`src/rtl/ahb_pkg.sv`:
```
// ---------------------------------------------------------------------------
// ahb_pkg: shared AHB encodings and helpers for the multi-master arbiter.
//   htrans_e  : transfer type codes (IDLE/BUSY/NONSEQ/SEQ)
//   hburst_e  : burst type codes (SINGLE..INCR16)
//   hresp_e   : slave response codes (OKAY/ERROR/RETRY/SPLIT)
//   burst_len : beats in a defined-length burst (undefined INCR counts as 1)
// ---------------------------------------------------------------------------
package ahb_pkg;

  localparam int unsigned ADDR_W = 32;
  localparam int unsigned DATA_W = 32;
  localparam int unsigned CNT_W  = 5;

  typedef enum logic [1:0] {
    HTRANS_IDLE   = 2'b00,
    HTRANS_BUSY   = 2'b01,
    HTRANS_NONSEQ = 2'b10,
    HTRANS_SEQ    = 2'b11
  } htrans_e;

  typedef enum logic [2:0] {
    HBURST_SINGLE = 3'b000,
    HBURST_INCR   = 3'b001,
    HBURST_WRAP4  = 3'b010,
    HBURST_INCR4  = 3'b011,
    HBURST_WRAP8  = 3'b100,
    HBURST_INCR8  = 3'b101,
    HBURST_WRAP16 = 3'b110,
    HBURST_INCR16 = 3'b111
  } hburst_e;

  typedef enum logic [1:0] {
    HRESP_OKAY  = 2'b00,
    HRESP_ERROR = 2'b01,
    HRESP_RETRY = 2'b10,
    HRESP_SPLIT = 2'b11
  } hresp_e;

  // Undefined-length INCR is treated as single beats so it can be re-arbitrated.
  function automatic logic [CNT_W-1:0] burst_len(input logic [2:0] hburst);
    logic [CNT_W-1:0] len;
    len = CNT_W'(1);
    case (hburst)
      HBURST_WRAP4,  HBURST_INCR4:  len = CNT_W'(4);
      HBURST_WRAP8,  HBURST_INCR8:  len = CNT_W'(8);
      HBURST_WRAP16, HBURST_INCR16: len = CNT_W'(16);
      default:                      len = CNT_W'(1);
    endcase
    return len;
  endfunction

endpackage

```
`src/rtl/ahb_arb_if.sv`:
```
// ---------------------------------------------------------------------------
// ahb_arb_if: bundle of master-side and decoder-side AHB signals around the
// arbiter. Per-master fields are packed, master i at slice [W*i +: W].
//   modport slave  : the arbiter's view (masters + decoder response in,
//                    grants, muxed address/data and broadcast response out)
//   modport master : the environment's view (masters and the decoder)
// ---------------------------------------------------------------------------
interface ahb_arb_if #(
  parameter int unsigned NUM_M = 3
);
  localparam int unsigned MW = $clog2(NUM_M);

  // Per-master request side
  logic [NUM_M-1:0]    m_hbusreq;
  logic [NUM_M-1:0]    m_hlock;
  logic [NUM_M*32-1:0] m_haddr;
  logic [NUM_M*2-1:0]  m_htrans;
  logic [NUM_M-1:0]    m_hwrite;
  logic [NUM_M*3-1:0]  m_hsize;
  logic [NUM_M*3-1:0]  m_hburst;
  logic [NUM_M*4-1:0]  m_hprot;
  logic [NUM_M*32-1:0] m_hwdata;

  // Arbitration results
  logic [NUM_M-1:0]    m_hgrant;
  logic [MW-1:0]       hmaster;
  logic                hmastlock;

  // Towards the decoder
  logic                s_hsel;
  logic [31:0]         s_haddr;
  logic [1:0]          s_htrans;
  logic                s_hwrite;
  logic [2:0]          s_hsize;
  logic [2:0]          s_hburst;
  logic [3:0]          s_hprot;
  logic [31:0]         s_hwdata;
  logic                s_hready_in;

  // Decoder response and its broadcast
  logic [31:0]         s_hrdata;
  logic                s_hready;
  logic [1:0]          s_hresp;
  logic [31:0]         m_hrdata;
  logic                m_hready;
  logic [1:0]          m_hresp;

  modport slave (
    input  m_hbusreq, m_hlock, m_haddr, m_htrans, m_hwrite, m_hsize,
           m_hburst, m_hprot, m_hwdata, s_hrdata, s_hready, s_hresp,
    output m_hgrant, hmaster, hmastlock, s_hsel, s_haddr, s_htrans,
           s_hwrite, s_hsize, s_hburst, s_hprot, s_hwdata, s_hready_in,
           m_hrdata, m_hready, m_hresp
  );

  modport master (
    output m_hbusreq, m_hlock, m_haddr, m_htrans, m_hwrite, m_hsize,
           m_hburst, m_hprot, m_hwdata, s_hrdata, s_hready, s_hresp,
    input  m_hgrant, hmaster, hmastlock, s_hsel, s_haddr, s_htrans,
           s_hwrite, s_hsize, s_hburst, s_hprot, s_hwdata, s_hready_in,
           m_hrdata, m_hready, m_hresp
  );

endinterface

```
`src/rtl/ahb_arb_rr.sv`:
```
// ---------------------------------------------------------------------------
// ahb_arb_rr: combinational rotating-priority search.
//   i_req   : per-master request vector
//   i_ptr   : index of the last granted master (lowest priority this round)
//   o_grant : one-hot selection
//   o_idx   : index of the selection; DEF_MASTER when nobody requests
// ---------------------------------------------------------------------------
module ahb_arb_rr #(
  parameter int unsigned NUM_M      = 3,
  parameter int unsigned DEF_MASTER = 0,
  parameter int unsigned MW         = $clog2(NUM_M)
) (
  input  logic [NUM_M-1:0] i_req,
  input  logic [MW-1:0]    i_ptr,
  output logic [NUM_M-1:0] o_grant,
  output logic [MW-1:0]    o_idx
);

  // Search ptr+1 .. ptr (mod NUM_M); the pointer itself is visited last.
  always_comb begin
    logic        w_found;
    int unsigned w_cand;
    w_found = 1'b0;
    w_cand  = 0;
    o_idx   = MW'(DEF_MASTER);
    for (int unsigned k = 1; k <= NUM_M; k++) begin
      w_cand = (32'(i_ptr) + k) % NUM_M;
      if (!w_found && i_req[MW'(w_cand)]) begin
        w_found = 1'b1;
        o_idx   = MW'(w_cand);
      end
    end
    o_grant = NUM_M'(1) << o_idx;
  end

endmodule

```
`src/rtl/ahb_arb.sv`:
```
// ---------------------------------------------------------------------------
// ahb_arb: round-robin AHB arbiter sharing one decoder port between NUM_M
// masters. Defined-length bursts and locked sequences are never broken.
//   hclk, hresetn : bus clock, asynchronous active-low reset
//   bus (slave)   : per-master requests/address/data in; registered one-hot
//                   grant and hmaster out; address phase muxed by hmaster,
//                   write data muxed by the data-phase owner; decoder
//                   response broadcast back to every master.
// ---------------------------------------------------------------------------
module ahb_arb
  import ahb_pkg::*;
#(
  parameter int unsigned NUM_M      = 3,
  parameter int unsigned DEF_MASTER = 0,
  parameter int unsigned MW         = $clog2(NUM_M)
) (
  input  logic     hclk,
  input  logic     hresetn,
  ahb_arb_if.slave bus
);

  localparam logic [NUM_M-1:0] GRANT_RST = NUM_M'(1) << DEF_MASTER;
  localparam logic [MW-1:0]    IDX_RST   = MW'(DEF_MASTER);

  logic [NUM_M-1:0] r_hgrant;
  logic [MW-1:0]    r_hmaster;
  logic [MW-1:0]    r_hmaster_d;
  logic [MW-1:0]    r_rr_ptr;
  logic [CNT_W-1:0] r_beat_cnt;

  logic [CNT_W-1:0] w_cnt_nxt;
  logic             w_arb_ok;
  logic [NUM_M-1:0] w_sel_oh;
  logic [MW-1:0]    w_sel_idx;

  // Unpacked per-master views of the packed buses
  logic [31:0] w_addr_a  [NUM_M];
  logic [1:0]  w_trans_a [NUM_M];
  logic [2:0]  w_size_a  [NUM_M];
  logic [2:0]  w_burst_a [NUM_M];
  logic [3:0]  w_prot_a  [NUM_M];
  logic [31:0] w_wdata_a [NUM_M];

  logic [1:0]  w_htrans;
  logic [2:0]  w_hburst;

  for (genvar gi = 0; gi < NUM_M; gi++) begin : g_unpack
    assign w_addr_a[gi]  = bus.m_haddr[32*gi +: 32];
    assign w_trans_a[gi] = bus.m_htrans[2*gi +: 2];
    assign w_size_a[gi]  = bus.m_hsize[3*gi +: 3];
    assign w_burst_a[gi] = bus.m_hburst[3*gi +: 3];
    assign w_prot_a[gi]  = bus.m_hprot[4*gi +: 4];
    assign w_wdata_a[gi] = bus.m_hwdata[32*gi +: 32];
  end

  // Address phase follows the current owner
  assign w_htrans      = w_trans_a[r_hmaster];
  assign w_hburst      = w_burst_a[r_hmaster];
  assign bus.s_haddr   = w_addr_a[r_hmaster];
  assign bus.s_htrans  = w_htrans;
  assign bus.s_hwrite  = bus.m_hwrite[r_hmaster];
  assign bus.s_hsize   = w_size_a[r_hmaster];
  assign bus.s_hburst  = w_hburst;
  assign bus.s_hprot   = w_prot_a[r_hmaster];
  assign bus.s_hsel    = 1'b1;

  // Write data follows the owner of the transfer currently in data phase
  assign bus.s_hwdata  = w_wdata_a[r_hmaster_d];

  assign bus.hmastlock = bus.m_hlock[r_hmaster] & (w_htrans != HTRANS_IDLE);

  // Response path is a straight broadcast
  assign bus.s_hready_in = bus.s_hready;
  assign bus.m_hrdata    = bus.s_hrdata;
  assign bus.m_hready    = bus.s_hready;
  assign bus.m_hresp     = bus.s_hresp;

  assign bus.m_hgrant  = r_hgrant;
  assign bus.hmaster   = r_hmaster;

  // Remaining beats after the current one; ERROR aborts the burst outright
  always_comb begin
    w_cnt_nxt = r_beat_cnt;
    if (bus.s_hresp == HRESP_ERROR) begin
      w_cnt_nxt = '0;
    end else if (bus.s_hready) begin
      if (w_htrans == HTRANS_NONSEQ) begin
        w_cnt_nxt = burst_len(w_hburst) - CNT_W'(1);
      end else if ((w_htrans == HTRANS_SEQ) && (r_beat_cnt != '0)) begin
        w_cnt_nxt = r_beat_cnt - CNT_W'(1);
      end else if ((w_htrans == HTRANS_IDLE) && (r_beat_cnt != '0)) begin
        w_cnt_nxt = '0;
      end
    end
  end

  // Re-arbitrate only at burst boundaries and outside a held lock
  assign w_arb_ok = bus.s_hready & (w_cnt_nxt == '0)
                  & ~(bus.m_hlock[r_hmaster] & bus.m_hbusreq[r_hmaster]);

  ahb_arb_rr #(
    .NUM_M      (NUM_M),
    .DEF_MASTER (DEF_MASTER),
    .MW         (MW)
  ) u_rr (
    .i_req   (bus.m_hbusreq),
    .i_ptr   (r_rr_ptr),
    .o_grant (w_sel_oh),
    .o_idx   (w_sel_idx)
  );

  // Grant, owner, data-phase owner and burst tracking state
  always_ff @(posedge hclk or negedge hresetn) begin
    if (!hresetn) begin
      r_hgrant    <= GRANT_RST;
      r_hmaster   <= IDX_RST;
      r_hmaster_d <= IDX_RST;
      r_rr_ptr    <= IDX_RST;
      r_beat_cnt  <= '0;
    end else begin
      r_beat_cnt <= w_cnt_nxt;
      if (w_arb_ok) begin
        r_hgrant  <= w_sel_oh;
        r_hmaster <= w_sel_idx;
        r_rr_ptr  <= w_sel_idx;
      end
      if (bus.s_hready) begin
        r_hmaster_d <= r_hmaster;
      end
    end
  end

endmodule

```
`src/flat_wrapper.sv`:
```
// flat-port wrapper written by rule: the top's interface ports become plain ports
module ahb_arb_flat import ahb_pkg::*;
#(
  parameter int unsigned NUM_M      = 3,
  parameter int unsigned DEF_MASTER = 0,
  parameter int unsigned MW         = $clog2(NUM_M)
)
  (hclk, hresetn, bus_m_hbusreq, bus_m_hlock, bus_m_haddr, bus_m_htrans, bus_m_hwrite, bus_m_hsize, bus_m_hburst, bus_m_hprot, bus_m_hwdata, bus_s_hrdata, bus_s_hready, bus_s_hresp, bus_m_hgrant, bus_hmaster, bus_hmastlock, bus_s_hsel, bus_s_haddr, bus_s_htrans, bus_s_hwrite, bus_s_hsize, bus_s_hburst, bus_s_hprot, bus_s_hwdata, bus_s_hready_in, bus_m_hrdata, bus_m_hready, bus_m_hresp);
  ahb_arb_if #(.NUM_M(NUM_M)) bus_i ();
  input  logic hclk;
  input  logic hresetn;
  input wire logic [$bits(bus_i.m_hbusreq)-1:0] bus_m_hbusreq;
  input wire logic [$bits(bus_i.m_hlock)-1:0] bus_m_hlock;
  input wire logic [$bits(bus_i.m_haddr)-1:0] bus_m_haddr;
  input wire logic [$bits(bus_i.m_htrans)-1:0] bus_m_htrans;
  input wire logic [$bits(bus_i.m_hwrite)-1:0] bus_m_hwrite;
  input wire logic [$bits(bus_i.m_hsize)-1:0] bus_m_hsize;
  input wire logic [$bits(bus_i.m_hburst)-1:0] bus_m_hburst;
  input wire logic [$bits(bus_i.m_hprot)-1:0] bus_m_hprot;
  input wire logic [$bits(bus_i.m_hwdata)-1:0] bus_m_hwdata;
  input wire logic [$bits(bus_i.s_hrdata)-1:0] bus_s_hrdata;
  input wire logic [$bits(bus_i.s_hready)-1:0] bus_s_hready;
  input wire logic [$bits(bus_i.s_hresp)-1:0] bus_s_hresp;
  output wire logic [$bits(bus_i.m_hgrant)-1:0] bus_m_hgrant;
  output wire logic [$bits(bus_i.hmaster)-1:0] bus_hmaster;
  output wire logic [$bits(bus_i.hmastlock)-1:0] bus_hmastlock;
  output wire logic [$bits(bus_i.s_hsel)-1:0] bus_s_hsel;
  output wire logic [$bits(bus_i.s_haddr)-1:0] bus_s_haddr;
  output wire logic [$bits(bus_i.s_htrans)-1:0] bus_s_htrans;
  output wire logic [$bits(bus_i.s_hwrite)-1:0] bus_s_hwrite;
  output wire logic [$bits(bus_i.s_hsize)-1:0] bus_s_hsize;
  output wire logic [$bits(bus_i.s_hburst)-1:0] bus_s_hburst;
  output wire logic [$bits(bus_i.s_hprot)-1:0] bus_s_hprot;
  output wire logic [$bits(bus_i.s_hwdata)-1:0] bus_s_hwdata;
  output wire logic [$bits(bus_i.s_hready_in)-1:0] bus_s_hready_in;
  output wire logic [$bits(bus_i.m_hrdata)-1:0] bus_m_hrdata;
  output wire logic [$bits(bus_i.m_hready)-1:0] bus_m_hready;
  output wire logic [$bits(bus_i.m_hresp)-1:0] bus_m_hresp;
  assign bus_i.m_hbusreq = bus_m_hbusreq;
  assign bus_i.m_hlock = bus_m_hlock;
  assign bus_i.m_haddr = bus_m_haddr;
  assign bus_i.m_htrans = bus_m_htrans;
  assign bus_i.m_hwrite = bus_m_hwrite;
  assign bus_i.m_hsize = bus_m_hsize;
  assign bus_i.m_hburst = bus_m_hburst;
  assign bus_i.m_hprot = bus_m_hprot;
  assign bus_i.m_hwdata = bus_m_hwdata;
  assign bus_i.s_hrdata = bus_s_hrdata;
  assign bus_i.s_hready = bus_s_hready;
  assign bus_i.s_hresp = bus_s_hresp;
  assign bus_m_hgrant = bus_i.m_hgrant;
  assign bus_hmaster = bus_i.hmaster;
  assign bus_hmastlock = bus_i.hmastlock;
  assign bus_s_hsel = bus_i.s_hsel;
  assign bus_s_haddr = bus_i.s_haddr;
  assign bus_s_htrans = bus_i.s_htrans;
  assign bus_s_hwrite = bus_i.s_hwrite;
  assign bus_s_hsize = bus_i.s_hsize;
  assign bus_s_hburst = bus_i.s_hburst;
  assign bus_s_hprot = bus_i.s_hprot;
  assign bus_s_hwdata = bus_i.s_hwdata;
  assign bus_s_hready_in = bus_i.s_hready_in;
  assign bus_m_hrdata = bus_i.m_hrdata;
  assign bus_m_hready = bus_i.m_hready;
  assign bus_m_hresp = bus_i.m_hresp;
  ahb_arb #(.NUM_M(NUM_M), .DEF_MASTER(DEF_MASTER), .MW(MW)) u_core (.hclk(hclk), .hresetn(hresetn), .bus(bus_i));
endmodule
```
`config.mk`:
```
export PLATFORM = sky130hd
export DESIGN_NAME = ahb_arb_flat
export DESIGN_NICKNAME = d
export VERILOG_FILES = /design/src/rtl/ahb_pkg.sv /design/src/rtl/ahb_arb_if.sv /design/src/rtl/ahb_arb_rr.sv /design/src/rtl/ahb_arb.sv /design/src/flat_wrapper.sv
export SDC_FILE = /design/constraint.sdc
export NUM_CORES = 1
export LEC_CHECK = 0
export BUFFER_PORTS_ARGS = -buffer_cell sky130_fd_sc_hd__clkbuf_2
export CORE_AREA = 2 2 151 153
export DETAILED_ROUTE_END_ITERATION = 16
export DIE_AREA = 0 0 153 155
export GPL_TIMING_DRIVEN = 1
export PLACE_DENSITY = 0.39
export SLEW_MARGIN = 25
export SYNTH_ARGS = -nofsm -noshare
export SYNTH_HDL_FRONTEND = slang
export SYNTH_SLANG_ARGS = --single-unit
```
`constraint.sdc`:
```
create_clock -name hclk -period 2.8 [get_ports hclk]
set_input_delay 0.14 -clock hclk [delete_from_list [all_inputs] [get_ports hclk]]
set_output_delay 0.14 -clock hclk [all_outputs]
set_load 0.01 [all_outputs]
```
======== Yosys cells after proc, flatten, opt, wreduce, memory -nomap -nowiden ========
Index checks and enable logic that the tools add are counted.
cells by class
  add/sub/neg operators ................... 5
  div/mod/pow operators ................... 3
  magnitude comparators ................... 6
  equal/unequal tests ..................... 9
  shift operators ......................... 1
  multiplexer cells ....................... 44
  bitwise operators ....................... 7
  reduce and logical (&&, ||, !) cells .... 13
operators with widths
  kind                                                       count
  binary-select mux 32 bit (select 2 bit)                    2
  2-to-1 mux 32 bit                                          4
  modulo 32 x 2 -> 32 bit (second input constant)            3
  2-to-1 mux 5 bit                                           8
  one-hot mux 5 bit (3 select lines)                         1
  binary-select mux 1 bit (select 2 bit)                     6
  binary-select mux 3 bit (select 2 bit)                     2
  equality test 3 bit (second input constant)                4
  < comparator 2 x 3 -> 1 bit (second input constant)        4
  2-to-1 mux 3 bit                                           4
  2-to-1 mux 2 bit                                           5
  subtractor 5 x 1 -> 5 bit (second input constant)          2
  binary-select mux 4 bit (select 2 bit)                     1
  2-to-1 mux 1 bit                                           8
  2-to-1 mux 4 bit                                           2
  adder 2 x 2 -> 3 bit (second input constant)               2
  equality test 3 x 2 -> 1 bit (second input constant)       2
  greater-or-equal comparator 3 bit (second input constant)  2
  inverter 2 -> 3 bit                                        2
  OR reduction 2 bit                                         3
  logical NOT 5 bit                                          1
  nonzero test 5 bit                                         1
  bitwise AND 1 bit                                          4
  binary-select mux 2 bit (select 2 bit)                     1
  other kinds (9)                                            14
storage, ports and cells
  bits in registers ....................... 12
  input bits .............................. 274
  output and inout bits ................... 120
  word-level logic and storage cells ...... 92

======== Depth between registers and ports, before layout ========
  word-level depth ........................ 17
  mapped depth ............................ 10
  mapped depth without buffers ............ 9

======== By module ========
Synthesis repeated with hierarchy kept, for this count alone.
unflattened totals
  cells, all modules ...................... 395
  area, all modules ....................... 2,852.7 µm²
modules (own cells, without submodules)
  module      instances  cells an instance  area each (µm²)  seq. area each (µm²)
  ahb_arb     1          370                2,651.3          301.5
  ahb_arb_rr  1          25                 201.4            0.0

======== Worst setup path after synthesis ========
Ideal clock, no wire load.
  kind .................................... reg2reg
  start ................................... register u_core.r_hmaster[0] (netlist: u_core.bus.hmaster[0])
  end ..................................... register u_core.r_hmaster[0] (netlist: u_core.bus.hmaster[0])
  setup time .............................. 0.125 ns
  arrival time ............................ 2.456 ns
  slack ................................... 0.219 ns
  cell stages (with the launch flop) ...... 9
  path buffers ............................ 1
  period minus slack after synthesis ...... 2.581 ns
  path through ............................ dfrtp_1 buf_6 mux2i_2 o21ai_2 mux2_4 a32o_2 o41ai_4 o211ai_4 mux2_4
RTL lines
  what                                                     RTL line            source
  start, declared                                          ahb_arb.sv:26       logic [MW-1:0] r_hmaster;
  start signal, assigned                                   ahb_arb.sv:124      r_hmaster <= w_sel_idx;
  inverter 2 -> 3 bit (not written as such) (*)            ahb_arb.sv:57       assign w_htrans = w_trans_a[r_hmaster];
  binary-select mux 2 bit (select 2 bit) (*)               ahb_arb.sv:57
  2-to-1 mux 2 bit (not written as such) (*) (2 in a row)  ahb_arb.sv:57
  via bus_s_htrans[0]                                      flat_wrapper.sv:29  output wire logic [$bits(bus_i.s_htrans)-1:0] bus_s_htrans;
  logical NOT 2 bit                                        ahb_arb.sv:91       end else if ((w_htrans == HTRANS_IDLE) && (r_beat_cnt != '0)) begin
  logical AND 1 bit                                        ahb_arb.sv:91
  2-to-1 mux 5 bit                                         ahb_arb.sv:91
  2-to-1 mux 5 bit                                         ahb_arb.sv:89       end else if ((w_htrans == HTRANS_SEQ) && (r_beat_cnt != '0)) begin
  2-to-1 mux 5 bit (*)                                     ahb_arb.sv:87       if (w_htrans == HTRANS_NONSEQ) begin
  2-to-1 mux 5 bit (*)                                     ahb_arb.sv:86       end else if (bus.s_hready) begin
  2-to-1 mux 5 bit (*)                                     ahb_arb.sv:84       if (bus.s_hresp == HRESP_ERROR) begin
  logical NOT 5 bit (*)                                    ahb_arb.sv:98       assign w_arb_ok = bus.s_hready & (w_cnt_nxt == '0)
  bitwise AND 1 bit (*)                                    ahb_arb.sv:98
  bitwise AND 1 bit (*)                                    ahb_arb.sv:99       & ~(bus.m_hlock[r_hmaster] & bus.m_hbusreq[r_hmaster]);
The timed path passes the listed nets; every way through them passes the cells marked *. The select of a mux whose other input is x is not followed.
A chain may end at the register's enable or synchronous reset.

======== Worst setup path after layout ========
  start ................................... register u_core.r_beat_cnt[0]
  end ..................................... register u_core.r_hmaster[0] (netlist: u_core.bus.hmaster[0])
on the way
  longest elaborated chain between the ends .. 10
RTL lines
  what                                                                               RTL line        source
  start, declared                                                                    ahb_arb.sv:29   logic [CNT_W-1:0] r_beat_cnt;
  start signal, assigned                                                             ahb_arb.sv:121  r_beat_cnt <= w_cnt_nxt;
  parallel branches: the longest is 5 deep, another holds subtractor 5 x 1 -> 5 bit  n/a
  2-to-1 mux 5 bit (*)                                                               ahb_arb.sv:86
  2-to-1 mux 5 bit (*)                                                               ahb_arb.sv:84
  logical NOT 5 bit (*)                                                              ahb_arb.sv:98
  bitwise AND 1 bit (*)                                                              ahb_arb.sv:98
  bitwise AND 1 bit (*)                                                              ahb_arb.sv:99
Every way passes the cells marked *.

==> impl_results.rst <==
.. list-table::
   :header-rows: 1

   * - Metric
     - Value
   * - Worst-Skew Late Latency
     - 0.24 ns
   * - Synth top area share
     - 0.290
   * - Endpoint of the worst hold path
     - u_core.bus.hmaster[1]
   * - Per-cell via count in the routed design
     - slightly below 4
   * - Worst r2r dst
     - u_core.bus.hmaster[0]
   * - Mean post-synth cell area
     - 7.14 um^2
   * - Global-route wire length before repair
     - 19200 um
   * - Half-perimeter wire length of the detailed placement result
     - 11100 um
   * - Worst setup SP type
     - flop
   * - Worst-margin pin slew
     - 0.679 ns
   * - Launch point of the worst hold path
     - bus_m_hbusreq[2]
   * - Initial cell density of the core
     - 0.126
   * - Maximum root-to-sink buffer count
     - 2
   * - Area grow syn2layout
     - 64.6%
   * - Primary flip-flop cell chosen by synthesis mapping
     - sky130_fd_sc_hd__dfrtp_1
   * - Relative contribution of combinational cells to total power
     - 0.806
   * - Worst Hold Slack
     - around 0.23 ns
   * - Max-slew headroom
     - 0.547
   * - Number of synthesized flops with an enable pin
     - 0
   * - Row cnt
     - 55
   * - Seq cells post-synth
     - 12
   * - Worst-case reg-to-reg path depth
     - 9
   * - Tcrit/Tclk final
     - 0.939
   * - Unrepaired setup endpoints after global routing
     - false
   * - FFs w/ async S/R, synth
     - 1.00
   * - Cell internal pwr
     - around 1.8 mW
   * - Setup-failing EPs final
     - 0
   * - Clock slew at reported path FFs
     - ~0.05 ns
   * - Initial antenna violation count
     - 0
   * - WL per Instance
     - 13.7 um
   * - Synth area leader
     - sky130_fd_sc_hd__mux2i_1
   * - Crit path arrival time
     - 2.76 ns
   * - Share of power burned in registers
     - 0.115
   * - Switching part of the total power
     - 0.509
   * - Number of antenna cells inserted
     - 0
   * - Clk pwr share
     - 0.079
   * - Max Cap Viol
     - 0
   * - Fraction of final layout cells sized beyond drive strength 1
     - 0.548
   * - Die footprint
     - 23700 um^2
   * - Number of I/O port buffers
     - 328
   * - Vias in the first global route
     - 3608
   * - Global placer's final weighted congestion
     - 0.747
   * - R2R Path Start
     - u_core.r_beat_cnt[0]
   * - Setup Total Neg Slack
     - 0 ns
   * - Max Fanout on Critical Path
     - 5
   * - Number of distinct library cell variants in the gate-level netlist after synthesis
     - 43
   * - # clock sinks
     - 12
   * - Final net count
     - around 950
   * - Yosys synthesis warning count
     - 0
   * - Cell leakage power
     - 2.39 nW
   * - Number of clock buffers inserted by TritonCTS
     - 3
   * - CORE AREA
     - around 22000 um^2
   * - Worst ir drop on vdd
     - around 0.26 mV
   * - Fmax
     - 380 MHz
   * - Die Span Y
     - 155 um
   * - Global route overflow
     - 0
   * - Outcome
     - complete, no violations
   * - Wirelength, routed
     - 13000 um
   * - Data required time of the worst path
     - 2.93 ns
   * - Share of the core filled with cells in the final layout
     - 0.207
   * - Count of TritonRoute iterations in the first routing pass
     - 4
   * - First DRT Iteration DRCs
     - ~110
   * - Post-detailed-route DRC marker count
     - 0
   * - Cells on Worst Hold Path
     - 3
   * - Summed instance area of the synthesized netlist
     - 2790 um^2
   * - Cell with the most instances after synthesis
     - sky130_fd_sc_hd__mux2i_1
   * - Total nets after synthesis
     - 669
   * - Fin crit period
     - 2.63 ns
   * - Detail Route Antenna Nets
     - 0
   * - Routed vias
     - around 3700
   * - Worst min path class
     - primary input to flop
   * - Number of top-level pins
     - 394
   * - Post-route clock skew
     - 0.00387 ns
   * - CP endpoint kind
     - flop
   * - Final number of hold-violating endpoints
     - 0
   * - Area contributors post-synth
     - sky130_fd_sc_hd__mux2i_1 29%, sky130_fd_sc_hd__o21ai_0 14%, sky130_fd_sc_hd__nand2_1 11%, sky130_fd_sc_hd__buf_4 10%, sky130_fd_sc_hd__dfrtp_1 9.9%
   * - H-tree level count
     - 1
   * - R2R setup slack
     - 0.17 ns
   * - Overall Power
     - approximately 3.7 mW
   * - Maximum number of pins on one net before global-route repair
     - 38
   * - Critical path start-end classification
     - flop to flop
   * - Power Density
     - 804 nW/um^2
   * - Final-report max-slew violation count
     - 0
   * - Switching Power
     - 1.88 mW
   * - Clock root buffer
     - sky130_fd_sc_hd__clkbuf_16
   * - Global-route usage over all layers
     - 0.0999
   * - Post-synth top cells
     - 81 x sky130_fd_sc_hd__mux2i_1, 79 x sky130_fd_sc_hd__nand2_1, 76 x sky130_fd_sc_hd__o21ai_0, 37 x sky130_fd_sc_hd__buf_4, 21 x sky130_fd_sc_hd__clkbuf_1
   * - Die W
     - 153 um
   * - Sequential fraction of the synthesis area
     - 0.108
   * - TritonCTS clock tree
     - built
   * - Synthesized instance count
     - 391
## cells in the final DEF (no fill, tap or decap), drive strengths merged, types with 2 or more instances in the layout
cell type and instances:
dfrtp 11, inv 9, o41ai 2, a32o 2, a21oi 9, mux2 6
buf 12, o21ai 78, ha 4, o2bb2ai 3, nor2 11, mux2i 82
nor2b 4, clkbuf 332, nor3 3, and2 2, nand3b 2, nand3 2
nor4b 2, nand2 79, o211ai 3
## power groups by stage
stage               logic [mW]  registers (mW)  clock network [mW]
CTS                       3.02           0.428               0.297
global route              3.30           0.450               0.308
floorplan                 1.99           0.320                   0
detailed placement        3.01           0.428                   0
finish                    2.98           0.426               0.292
global placement          3.05           0.427                   0
## sequential cells by signal, summed over array words and instances (netlist names)
signal,count
u_core.bus.hmaster,2
u_core.bus.m_hgrant,3
u_core.r_beat_cnt,5
u_core.r_hmaster_d,2
## worst max-delay path by stage
stage	start	to	slack, ns	depth (start not counted)
6_report	u_core.r_beat_cnt[0]	u_core.bus.hmaster[0]	0.17	9
5_1_grt	u_core.r_beat_cnt[0]	u_core.bus.m_hgrant[1]	0.05	9
4_1_cts	u_core.r_beat_cnt[0]	u_core.bus.hmaster[0]	0.08	9
3_5_place_dp	u_core.r_beat_cnt[0]	u_core.bus.hmaster[0]	0.10	9
3_3_place_gp	u_core.r_beat_cnt[0]	u_core.bus.hmaster[0]	0.09	9
2_1_floorplan	u_core.bus.hmaster[0]	u_core.bus.hmaster[0]	0.22	8
## metal layers
| layer | track usage | part of all wire |
|---|---|---|
| met5 | 0 | 0 |
| met2 | 0.200 | 0.54 |
| met1 | 0.110 | 0.38 |
| met3 | 0.0259 | 0.079 |
| met4 | 0.00529 | 0.0038 |
## cells by family after synthesis
family / after synthesis / share of synthesized area
other cells: 1 / 0.00134
mux: 88 / 0.325
compound gates: 103 / 0.224
flops: 12 / 0.108
fa+ha+maj: 4 / 0.0179
simple gates: 108 / 0.165
buf+inv: 75 / 0.159
## final cells by class
type | instances | area (um^2)
Clock buffer | 4 | 88.8
Fill cell | 2559 | 17600
Timing Repair Buffer | 341 | 1740
Inverter | 9 | 33.8
Multi-Input combinational cell | 304 | 2070
Tap cell | 285 | 357
Sequential cell | 12 | 308
## stage by stage
stage / cell area, um^2 / instances / setup WS (ns)
after CTS: 4590 / 955 / 0.0843
after global placement: 4490 / 950 / 0.0910
after floorplan: 2790 / 391 / 0.219
after global routing: 4590 / 955 / 0.0482
final: 4590 / 955 / 0.170
after detailed placement: 4490 / 950 / 0.103
## critical path, stage by stage, from the launching register on
cell	delay, ns
sky130_fd_sc_hd__dfrtp_1	0.39
sky130_fd_sc_hd__inv_1	0.11
sky130_fd_sc_hd__ha_1	0.19
sky130_fd_sc_hd__nor4b_4	0.32
sky130_fd_sc_hd__nor3b_1	0.09
sky130_fd_sc_hd__mux2_4	0.26
sky130_fd_sc_hd__a32o_2	0.24
sky130_fd_sc_hd__o41ai_4	0.39
sky130_fd_sc_hd__o211ai_4	0.19
sky130_fd_sc_hd__mux2_4	0.33
## repair_timing
| action | in CTS | in global routing |
|---|---|---|
| resized for setup | 0 | 1 |
| setup endpoints to repair | 0 | 2 |
| hold buffers | 1 | 0 |
| buffers inserted | 0 | 0 |
| hold endpoints to repair | 11 | 0 |
(Power assumes the default switching activity.)
